File: config.mk
export PLATFORM = sky130hd
export DESIGN_NAME = seq_det_param_flat
export DESIGN_NICKNAME = d
export VERILOG_FILES = /design/src/rtl/seq_det_pkg.sv /design/src/rtl/seq_det_param_if.sv /design/src/rtl/seq_hist_shift.sv /design/src/rtl/seq_det_param.sv /design/src/flat_wrapper.sv
export SDC_FILE = /design/constraint.sdc
export NUM_CORES = 1
export LEC_CHECK = 0
export ABC_CLOCK_PERIOD_IN_PS = 6000
export BUFFER_PORTS_ARGS = -buffer_cell sky130_fd_sc_hd__buf_2
export CELL_PAD_IN_SITES_DETAIL_PLACEMENT = 0
export CELL_PAD_IN_SITES_GLOBAL_PLACEMENT = 2
export CORE_ASPECT_RATIO = 1.5
export CORE_MARGIN = 2
export CORE_UTILIZATION = 36
export CTS_CLUSTER_DIAMETER = 80
export DETAILED_ROUTE_END_ITERATION = 10
export GPL_ROUTABILITY_DRIVEN = 0
export PLACE_DENSITY_LB_ADDON = 0.1
export SLEW_MARGIN = 10
export SYNTH_ARGS = -nofsm -noshare
export SYNTH_HDL_FRONTEND = slang
export SYNTH_SLANG_ARGS = --single-unit
File: constraint.sdc
create_clock -name clk -period 6 [get_ports clk]
set_input_delay 0.6 -clock clk [delete_from_list [all_inputs] [get_ports clk]]
set_output_delay 0.6 -clock clk [all_outputs]
set_load 0.005 [all_outputs]
File: src/rtl/seq_det_pkg.sv
// Shared constants and helpers for the parametrised sequence detector.
package seq_det_pkg;

  localparam int unsigned DEF_SYM_W   = 2;
  localparam int unsigned DEF_SEQ_LEN = 4;
  localparam int unsigned DEF_CNT_W   = 8;

  // Ceiling log2, usable in constant expressions.
  function automatic int unsigned clog2(input int unsigned v);
    int unsigned r;
    r = 0;
    for (int unsigned i = 0; i < 32; i++) begin
      if ((64'd1 << i) < 64'(v)) r = i + 1;
    end
    return r;
  endfunction

endpackage

File: src/rtl/seq_det_param_if.sv
// Control, stream and status bundle between the switch front end and the detector.
interface seq_det_param_if
  import seq_det_pkg::*;
#(
  parameter int unsigned SYM_W = DEF_SYM_W,
  parameter int unsigned CNT_W = DEF_CNT_W
);
  logic             det_en;
  logic             overlap;
  logic             pat_clr;
  logic             pat_wr;
  logic [SYM_W-1:0] pat_sym;
  logic             in_valid;
  logic [SYM_W-1:0] in_sym;
  logic             cnt_clr;
  logic             pat_ready;
  logic             match;
  logic [CNT_W-1:0] match_cnt;

  modport master (
    output det_en, overlap, pat_clr, pat_wr, pat_sym, in_valid, in_sym, cnt_clr,
    input  pat_ready, match, match_cnt
  );

  modport slave (
    input  det_en, overlap, pat_clr, pat_wr, pat_sym, in_valid, in_sym, cnt_clr,
    output pat_ready, match, match_cnt
  );
endinterface

File: src/rtl/seq_hist_shift.sv
// Symbol history shift register with fill tracking and post-shift pattern compare.
module seq_hist_shift
  import seq_det_pkg::*;
#(
  parameter int unsigned SYM_W   = DEF_SYM_W,
  parameter int unsigned SEQ_LEN = DEF_SEQ_LEN
) (
  input  logic                     clk,
  input  logic                     rst,
  input  logic                     shift,
  input  logic                     flush,
  input  logic                     overlap,
  input  logic [SYM_W-1:0]         sym,
  input  logic [SYM_W*SEQ_LEN-1:0] pattern,
  output logic                     hit_c
);
  localparam int unsigned VEC_W  = SYM_W * SEQ_LEN;
  localparam int unsigned FILL_W = clog2(SEQ_LEN + 1);
  localparam logic [FILL_W-1:0] FULL = FILL_W'(SEQ_LEN);

  logic [VEC_W-1:0]  hist_q;
  logic [VEC_W-1:0]  hist_nxt;
  logic [FILL_W-1:0] fill_q;
  logic [FILL_W-1:0] fill_inc;

  // Newest symbol enters the top slot; slot 0 holds the oldest, matching pattern index 0.
  always_comb begin
    hist_nxt = {sym, hist_q[VEC_W-1:SYM_W]};
    fill_inc = (fill_q == FULL) ? FULL : fill_q + FILL_W'(1);
    hit_c    = shift && (fill_inc == FULL) && (hist_nxt == pattern);
  end

  always_ff @(posedge clk) begin
    if (rst) begin
      hist_q <= '0;
      fill_q <= '0;
    end else if (flush) begin
      fill_q <= '0;
    end else if (shift) begin
      hist_q <= hist_nxt;
      fill_q <= (hit_c && !overlap) ? '0 : fill_inc;
    end
  end
endmodule

File: src/rtl/seq_det_param.sv
// Programmable-pattern sequence detector: pattern load, accept gating, match pulse and counter.
module seq_det_param
  import seq_det_pkg::*;
#(
  parameter int unsigned SYM_W   = DEF_SYM_W,
  parameter int unsigned SEQ_LEN = DEF_SEQ_LEN,
  parameter int unsigned CNT_W   = DEF_CNT_W
) (
  input logic           clk,
  input logic           rst,
  seq_det_param_if.slave bus
);
  localparam int unsigned VEC_W  = SYM_W * SEQ_LEN;
  localparam int unsigned PCNT_W = clog2(SEQ_LEN + 1);
  localparam logic [PCNT_W-1:0] FULL = PCNT_W'(SEQ_LEN);

  logic [VEC_W-1:0]  pat_q;
  logic [PCNT_W-1:0] pat_cnt_q;
  logic              pat_ready_q;
  logic              match_q;
  logic [CNT_W-1:0]  match_cnt_q;
  logic              accept_c;
  logic              wr_ok_c;
  logic              flush_c;
  logic              hit_c;

  // Pattern writes and clears take priority over stream symbols in the same cycle.
  always_comb begin
    accept_c = bus.in_valid && bus.det_en && pat_ready_q && !bus.pat_clr && !bus.pat_wr;
    wr_ok_c  = bus.pat_wr && !bus.pat_clr && (pat_cnt_q != FULL);
    flush_c  = bus.pat_clr || wr_ok_c || !bus.det_en;
  end

  seq_hist_shift #(
    .SYM_W   (SYM_W),
    .SEQ_LEN (SEQ_LEN)
  ) u_hist (
    .clk     (clk),
    .rst     (rst),
    .shift   (accept_c),
    .flush   (flush_c),
    .overlap (bus.overlap),
    .sym     (bus.in_sym),
    .pattern (pat_q),
    .hit_c   (hit_c)
  );

  always_ff @(posedge clk) begin
    if (rst) begin
      pat_q       <= '0;
      pat_cnt_q   <= '0;
      pat_ready_q <= 1'b0;
    end else if (bus.pat_clr) begin
      pat_q       <= '0;
      pat_cnt_q   <= '0;
      pat_ready_q <= 1'b0;
    end else if (wr_ok_c) begin
      for (int unsigned i = 0; i < SEQ_LEN; i++) begin
        if (pat_cnt_q == PCNT_W'(i)) pat_q[i*SYM_W +: SYM_W] <= bus.pat_sym;
      end
      pat_cnt_q   <= pat_cnt_q + PCNT_W'(1);
      pat_ready_q <= ((pat_cnt_q + PCNT_W'(1)) == FULL);
    end
  end

  // Counter clear beats a coincident hit; the count holds at all-ones.
  always_ff @(posedge clk) begin
    if (rst) begin
      match_q     <= 1'b0;
      match_cnt_q <= '0;
    end else begin
      match_q <= hit_c;
      if (bus.cnt_clr) begin
        match_cnt_q <= '0;
      end else if (hit_c && (match_cnt_q != '1)) begin
        match_cnt_q <= match_cnt_q + CNT_W'(1);
      end
    end
  end

  assign bus.pat_ready = pat_ready_q;
  assign bus.match     = match_q;
  assign bus.match_cnt = match_cnt_q;
endmodule

File: src/flat_wrapper.sv
// flat-port wrapper written by rule: the top's interface ports become plain ports
module seq_det_param_flat import seq_det_pkg::*;
#(
  parameter int unsigned SYM_W   = DEF_SYM_W,
  parameter int unsigned SEQ_LEN = DEF_SEQ_LEN,
  parameter int unsigned CNT_W   = DEF_CNT_W
)
  (clk, rst, bus_det_en, bus_overlap, bus_pat_clr, bus_pat_wr, bus_pat_sym, bus_in_valid, bus_in_sym, bus_cnt_clr, bus_pat_ready, bus_match, bus_match_cnt);
  seq_det_param_if #(.SYM_W(SYM_W), .CNT_W(CNT_W)) bus_i ();
  input logic clk;
  input logic rst;
  input wire logic [$bits(bus_i.det_en)-1:0] bus_det_en;
  input wire logic [$bits(bus_i.overlap)-1:0] bus_overlap;
  input wire logic [$bits(bus_i.pat_clr)-1:0] bus_pat_clr;
  input wire logic [$bits(bus_i.pat_wr)-1:0] bus_pat_wr;
  input wire logic [$bits(bus_i.pat_sym)-1:0] bus_pat_sym;
  input wire logic [$bits(bus_i.in_valid)-1:0] bus_in_valid;
  input wire logic [$bits(bus_i.in_sym)-1:0] bus_in_sym;
  input wire logic [$bits(bus_i.cnt_clr)-1:0] bus_cnt_clr;
  output wire logic [$bits(bus_i.pat_ready)-1:0] bus_pat_ready;
  output wire logic [$bits(bus_i.match)-1:0] bus_match;
  output wire logic [$bits(bus_i.match_cnt)-1:0] bus_match_cnt;
  assign bus_i.det_en = bus_det_en;
  assign bus_i.overlap = bus_overlap;
  assign bus_i.pat_clr = bus_pat_clr;
  assign bus_i.pat_wr = bus_pat_wr;
  assign bus_i.pat_sym = bus_pat_sym;
  assign bus_i.in_valid = bus_in_valid;
  assign bus_i.in_sym = bus_in_sym;
  assign bus_i.cnt_clr = bus_cnt_clr;
  assign bus_pat_ready = bus_i.pat_ready;
  assign bus_match = bus_i.match;
  assign bus_match_cnt = bus_i.match_cnt;
  seq_det_param #(.SYM_W(SYM_W), .SEQ_LEN(SEQ_LEN), .CNT_W(CNT_W)) u_core (.clk(clk), .rst(rst), .bus(bus_i));
endmodule
Word level (Yosys, flattened, before mapping)
Cells that the tools add are included.

word-level totals
  register bits = 32
  bits in latches = 0
  RAM bits = 0
  ROM bits = 0
  input bits = 12
  output and inout bits = 10
  logic and storage cells = 50
  memories = 0

cells by class
  add/subtract/negate cells = 3
  $mul = 0
  div/mod/pow operators = 0
  magnitude comparators = 0
  equality and inequality tests = 9
  shift-type cells = 0
  muxes and demuxes = 2
  bitwise gates (word level) = 1
  reductions and logical operators = 25

operator list
  kind                   count
  $logic_and A1 B1 Y1    10
  $reduce_and A2 Y1      5
  $eq A3 B3 Y1 const B   3
  $add A8 B1 Y8 const B  1
  $eq A8 B8 Y1           1
  $ne A8 B8 Y1 const B   1
  $add A3 B1 Y3 const B  2
  $eq A3 B2 Y1 const B   2
  $mux W3                2
  $reduce_or A2 Y1       3
  $logic_not A1 Y1       4
  $eq A3 B1 Y1 const B   1
  $logic_not A3 Y1       1
  $ne A3 B3 Y1 const B   1
  $logic_or A1 B1 Y1     2
  $not A1 Y1             1

Longest topological paths before layout
  word-level depth = 8
  gate-level depth with buffers = 7
  depth with buffers taken out = 7

Cells and area by module
From an unflattened synthesis, not the netlist that was laid out.

second synthesis, totals
  cell total of the unflattened synthesis = 170
  area, all modules = 1577.8 µm²

modules (own cells, without submodules)
  module          instances  cells each  area each (µm²)  sequential area each (µm²)
  seq_det_param   1          113         1058.5           420.4
  seq_hist_shift  1          57          519.2            180.2

Least setup slack after synthesis
No wires, ideal clock.

  kind = reg2reg
  from = register u_core.u_hist.fill_q[0]
  to = register u_core.match_cnt_q[2], in the netlist u_core.bus.match_cnt[2]
  setup time = 0.070 ns
  data arrival time = 2.254 ns
  data required time = 5.930 ns
  slack = 3.676 ns
  cell stages (with the launch flop) = 8
  path buffers = 0
  clock period less this slack = 2.324 ns
  path through = dfxtp_1 -> inv_1 -> ha_1 -> nand2b_1 -> a2111o_1 -> or4_1 -> or3_1 -> a21oi_1

on the way
  longest elaborated chain between the ends = 6
  elaborated cells between the ends (all ways) = 7
  those cells by class = add/sub (1); eq/ne (2); mux (1); reduce/logical (3)

ends and longest elaborated chain
  item                                                  RTL line              text
  start, declared                                       seq_hist_shift.sv:23  logic [FILL_W-1:0] fill_q;
  start signal, assigned                                seq_hist_shift.sv:41  fill_q <= (hit_c && !overlap) ? '0 : fill_inc;
  $add A3 B1 Y3 / $eq A3 B3 Y1 (equally long branches)  seq_hist_shift.sv:29  fill_inc = (fill_q == FULL) ? FULL : fill_q + FILL_W'(1);
  $mux W3 (*)                                           seq_hist_shift.sv:29
  $eq A3 B3 Y1 (*)                                      seq_hist_shift.sv:30  hit_c = shift && (fill_inc == FULL) && (hist_nxt == pattern);
  $logic_and A1 B1 Y1 (*) (2 in a row)                  seq_hist_shift.sv:30
  $logic_and A1 B1 Y1 (*)                               seq_det_param.sv:75   end else if (hit_c && (match_cnt_q != '1)) begin
  end signal, assigned                                  seq_det_param.sv:76   match_cnt_q <= match_cnt_q + CNT_W'(1);
  end, declared                                         seq_det_param.sv:21   logic [CNT_W-1:0] match_cnt_q;

Every way passes the cells marked *; elsewhere a longest branch is shown, timed or not.
A chain may end at the register's enable or synchronous reset.

Worst setup path in the final report
Ends and elaborated chain as after synthesis.

==> impl_results.md <==
- Status: finished clean
- GR Overflow Total: 0
- Highest ir drop seen on vdd: 147 uV
- Non-Filler Instances: 244
- DR iter-0 viols: 40
- Worst Path Class, Setup: register to register
- Total track usage: 0.149
- R2R depth: 7
- Setup violators final: 0
- Final setup TNS: 0 ps
- Post-cts resize count: 0
- Worst setup EP type: register
- RR Startpoint: u_core.u_hist.fill_q[0]$_SDFFE_PP0P_
- Area of the core: 3960 sq um
- Chip height: 82.6 um
- Number of nets in the layout: 219
- Standard-cell rows: 28
- Clock Sinks: 30
- 1st-pass router iterations: 4
- Minimum clock period: 2480 ps
- Port Buffers: 21
- Post-synthesis xor/xnor area fraction: 0.0532
- Reg2reg end: u_core.bus.match_cnt[2]$_SDFFE_PP0P_
- FF+latch count, synth: 30
- Power Dens Cells: 237 nW/um^2
- Share of layout cells above drive strength 1: 0.181
- Worst EP arrival: 2690 ps
- Primary FF master, synth: dfxtp_1
- Clock tree buffer depth: 2
- Vias in the first global route: 1214
- WL/cell: 13.3 um
- CTS tree: yes
- Multi-input logic area: 845 sq um
- Worst setup path startpoint: u_core.u_hist.fill_q[0]$_SDFFE_PP0P_
- EDFF count, synth: 0
- Netlist Area Pre-Place: 1480 sq um
- Top sig layer: met4
- Largest net degree at the start of global routing: 14
- Async SR Flop Fraction: 0
- Detailed Route WL: 3250 um
- Pint: 0.324 mW
- Tightest Hold Check Type: register to register
- Logic pwr share: 0.050
- Met2 WL: 1810 um
- Critical Path Fanout Max: 4
- Final Hold Vio Count: 0
- TritonCTS buffer count: 5
- Cell count of the worst hold path: 2
- Worst-Skew Late Latency: 280 ps
- Post-Syn Nets: 194
- Worst-Margin Slew: 898 ps
- Warnings from Yosys: 0
- DR vias: 1288
- Initial antenna violation count: 0
- # hold bufs at CTS: 0
- Reg power frac: 0.487
- Psw: 0.0894 mW
- Worst Skew: 3.71 ps
- # Max-Cap Violations: 0
- Post-DP HPWL: 2610 um
- Filler Cell Count: 423
- Met3 WL: 138 um
- Initial Util: 0.375
- Fmax: 404 MHz
- Clock power frac: 0.462
- DRC: 0
- Synth unique cells: 33
- ANT cells: 0
- Post-synthesis mux area share: 0.0608
- Syn_area_per_cell: 8.57 sq um
- First-pass GRT wire length: 5290 um
- Final slew viol count: 0
- Adder-Cell Fraction of Synth Area: 0.0759
- Wire length on met1: 1240 um
- Cell total after placement: 236
- Register area: 601 sq um
- RSZ-0062 raised after global routing: no
- Antenna viol nets, final: 0
- Clock H-tree levels: 2
- Die W: 56.4 um
- R2R setup slack: 3520 ps
- Sequential share of the synthesized area: 0.405
- Die Area: 4660 sq um
- Rel. slew slack: 0.397
- Simple-gate share of the synthesized area: 0.257
- Vias per inst: 5.28
- Startpoint types: register
- IO Count: 22
- Combinational family with the most area after synthesis: simple AND/OR/NAND/NOR gates
- Synth Area in Compound Gates: 0.122
- Ratio of final minimum period to clock period: 0.413
- Area grow syn2layout: 17.6%
- WP data required: 6210 ps
- Worst Setup EP: u_core.bus.match_cnt[2]$_SDFFE_PP0P_
- Setup Buffers After CTS: 0
- P_leak: 0.728 nW
- Switching Share: 0.216
- Syn Inst Count: 173
- Clk pin slew, worst setup/hold paths: 70 ps
- Clock Tree Root: clkbuf_8
per-stage QoR:
step	setup slack [ps]	hold WS, ps	total power [mW]	area, sq um	utilization
finish	3520	469	0.413	1740	0.440
global route	3440	489	0.430	1740	0.440
CTS	3550	472	0.419	1740	0.440
detailed placement	3570	463	0.227	1630	0.412
global placement	3610	461	0.226	1630	0.412
floorplan	3680	446	0.218	1480	-
sequential cells by signal (all words and copies together), names as in the netlist:
name and count:
u_core.u_hist.fill_q 3, u_core.bus.match_cnt 8, u_core.pat_q 8, u_core.u_hist.hist_q 6
u_core.bus.pat_ready 1, u_core.pat_cnt_q 3, u_core.bus.match 1
critical path, stage by stage, from the launching register on:
cell and delay [ps]:
dfxtp_1 380, inv_1 80, ha_1 310, nand2b_1 150, a2111o_1 480, or4_1 550, or3_1 320, a21oi_1 140
routing by layer:
layer  up-vias  global-route usage
met5         -                   0
met4         0              0.0738
met3         8              0.0405
met2        28               0.293
met1       599               0.140
li1        653                   -
worst min-delay path by stage:
stage,to,from
after floorplan,u_core.pat_q[1]$_SDFFE_PP0P_,u_core.pat_q[1]$_SDFFE_PP0P_
after global placement,u_core.pat_q[0]$_SDFFE_PP0P_,u_core.pat_q[0]$_SDFFE_PP0P_
after detailed placement,u_core.pat_q[0]$_SDFFE_PP0P_,u_core.pat_q[0]$_SDFFE_PP0P_
after CTS,u_core.pat_q[0]$_SDFFE_PP0P_,u_core.pat_q[0]$_SDFFE_PP0P_
after global routing,u_core.pat_q[0]$_SDFFE_PP0P_,u_core.pat_q[0]$_SDFFE_PP0P_
final,u_core.pat_q[0]$_SDFFE_PP0P_,u_core.pat_q[0]$_SDFFE_PP0P_
cell families after synthesis:
logic type,after synthesis
AO/OA/AOI/OAI,29
XOR/XNOR,9
adder cells (fa/ha/maj),9
buffers and inverters,10
flip-flops,30
multiplexers,9
AND/OR/NAND/NOR,77
Yosys cell counts (2+ instances only):
library cell	count	area share
a211oi_1	2	0.010
a21oi_1	17	0.057
a31o_2	2	0.012
clkbuf_1	2	0.0051
dfxtp_1	30	0.41
ha_1	9	0.076
inv_1	7	0.018
mux2i_1	9	0.061
nand2_1	26	0.066
nand3_1	14	0.047
nand3b_1	2	0.010
nand4_1	3	0.013
nor2_1	16	0.041
nor2b_1	2	0.0084
nor3_1	2	0.0068
nor4_1	2	0.0084
o21ai_0	2	0.0068
or2_2	2	0.0084
or3_1	3	0.013
xnor2_1	6	0.035
xor2_1	3	0.018
cells in the final DEF, fill, tap and decap left out, types with 3 or more instances in the layout:
| cell | instances |
|---|---|
| dfxtp_1 | 30 |
| nand2_1 | 26 |
| buf_2 | 21 |
| a21oi_1 | 17 |
| nor2_1 | 16 |
| nand3_1 | 14 |
| mux2i_1 | 9 |
| ha_1 | 9 |
| clkbuf_8 | 8 |
| inv_1 | 7 |
| xnor2_1 | 6 |
| or3_1 | 3 |
| xor2_1 | 3 |
| nand4_1 | 3 |
power by group through the flow:
stage	Clock, mW	Sequential [mW]	Combinational [mW]
global route	0.205	0.201	0.0236
detailed placement	0	0.206	0.0211
CTS	0.197	0.201	0.0211
finish	0.191	0.201	0.0208
floorplan	0	0.205	0.0127
global placement	0	0.206	0.0208
layout make-up:
| type | count | share of cell area |
|---|---|---|
| well taps | 45 | 0.0323 |
| inverters | 7 | 0.0151 |
| repair buffers | 21 | 0.0603 |
| flip-flops and latches | 30 | 0.345 |
| clock buffers | 8 | 0.0632 |
| multi-input cells | 133 | 0.485 |
(Power assumes the default switching activity.)
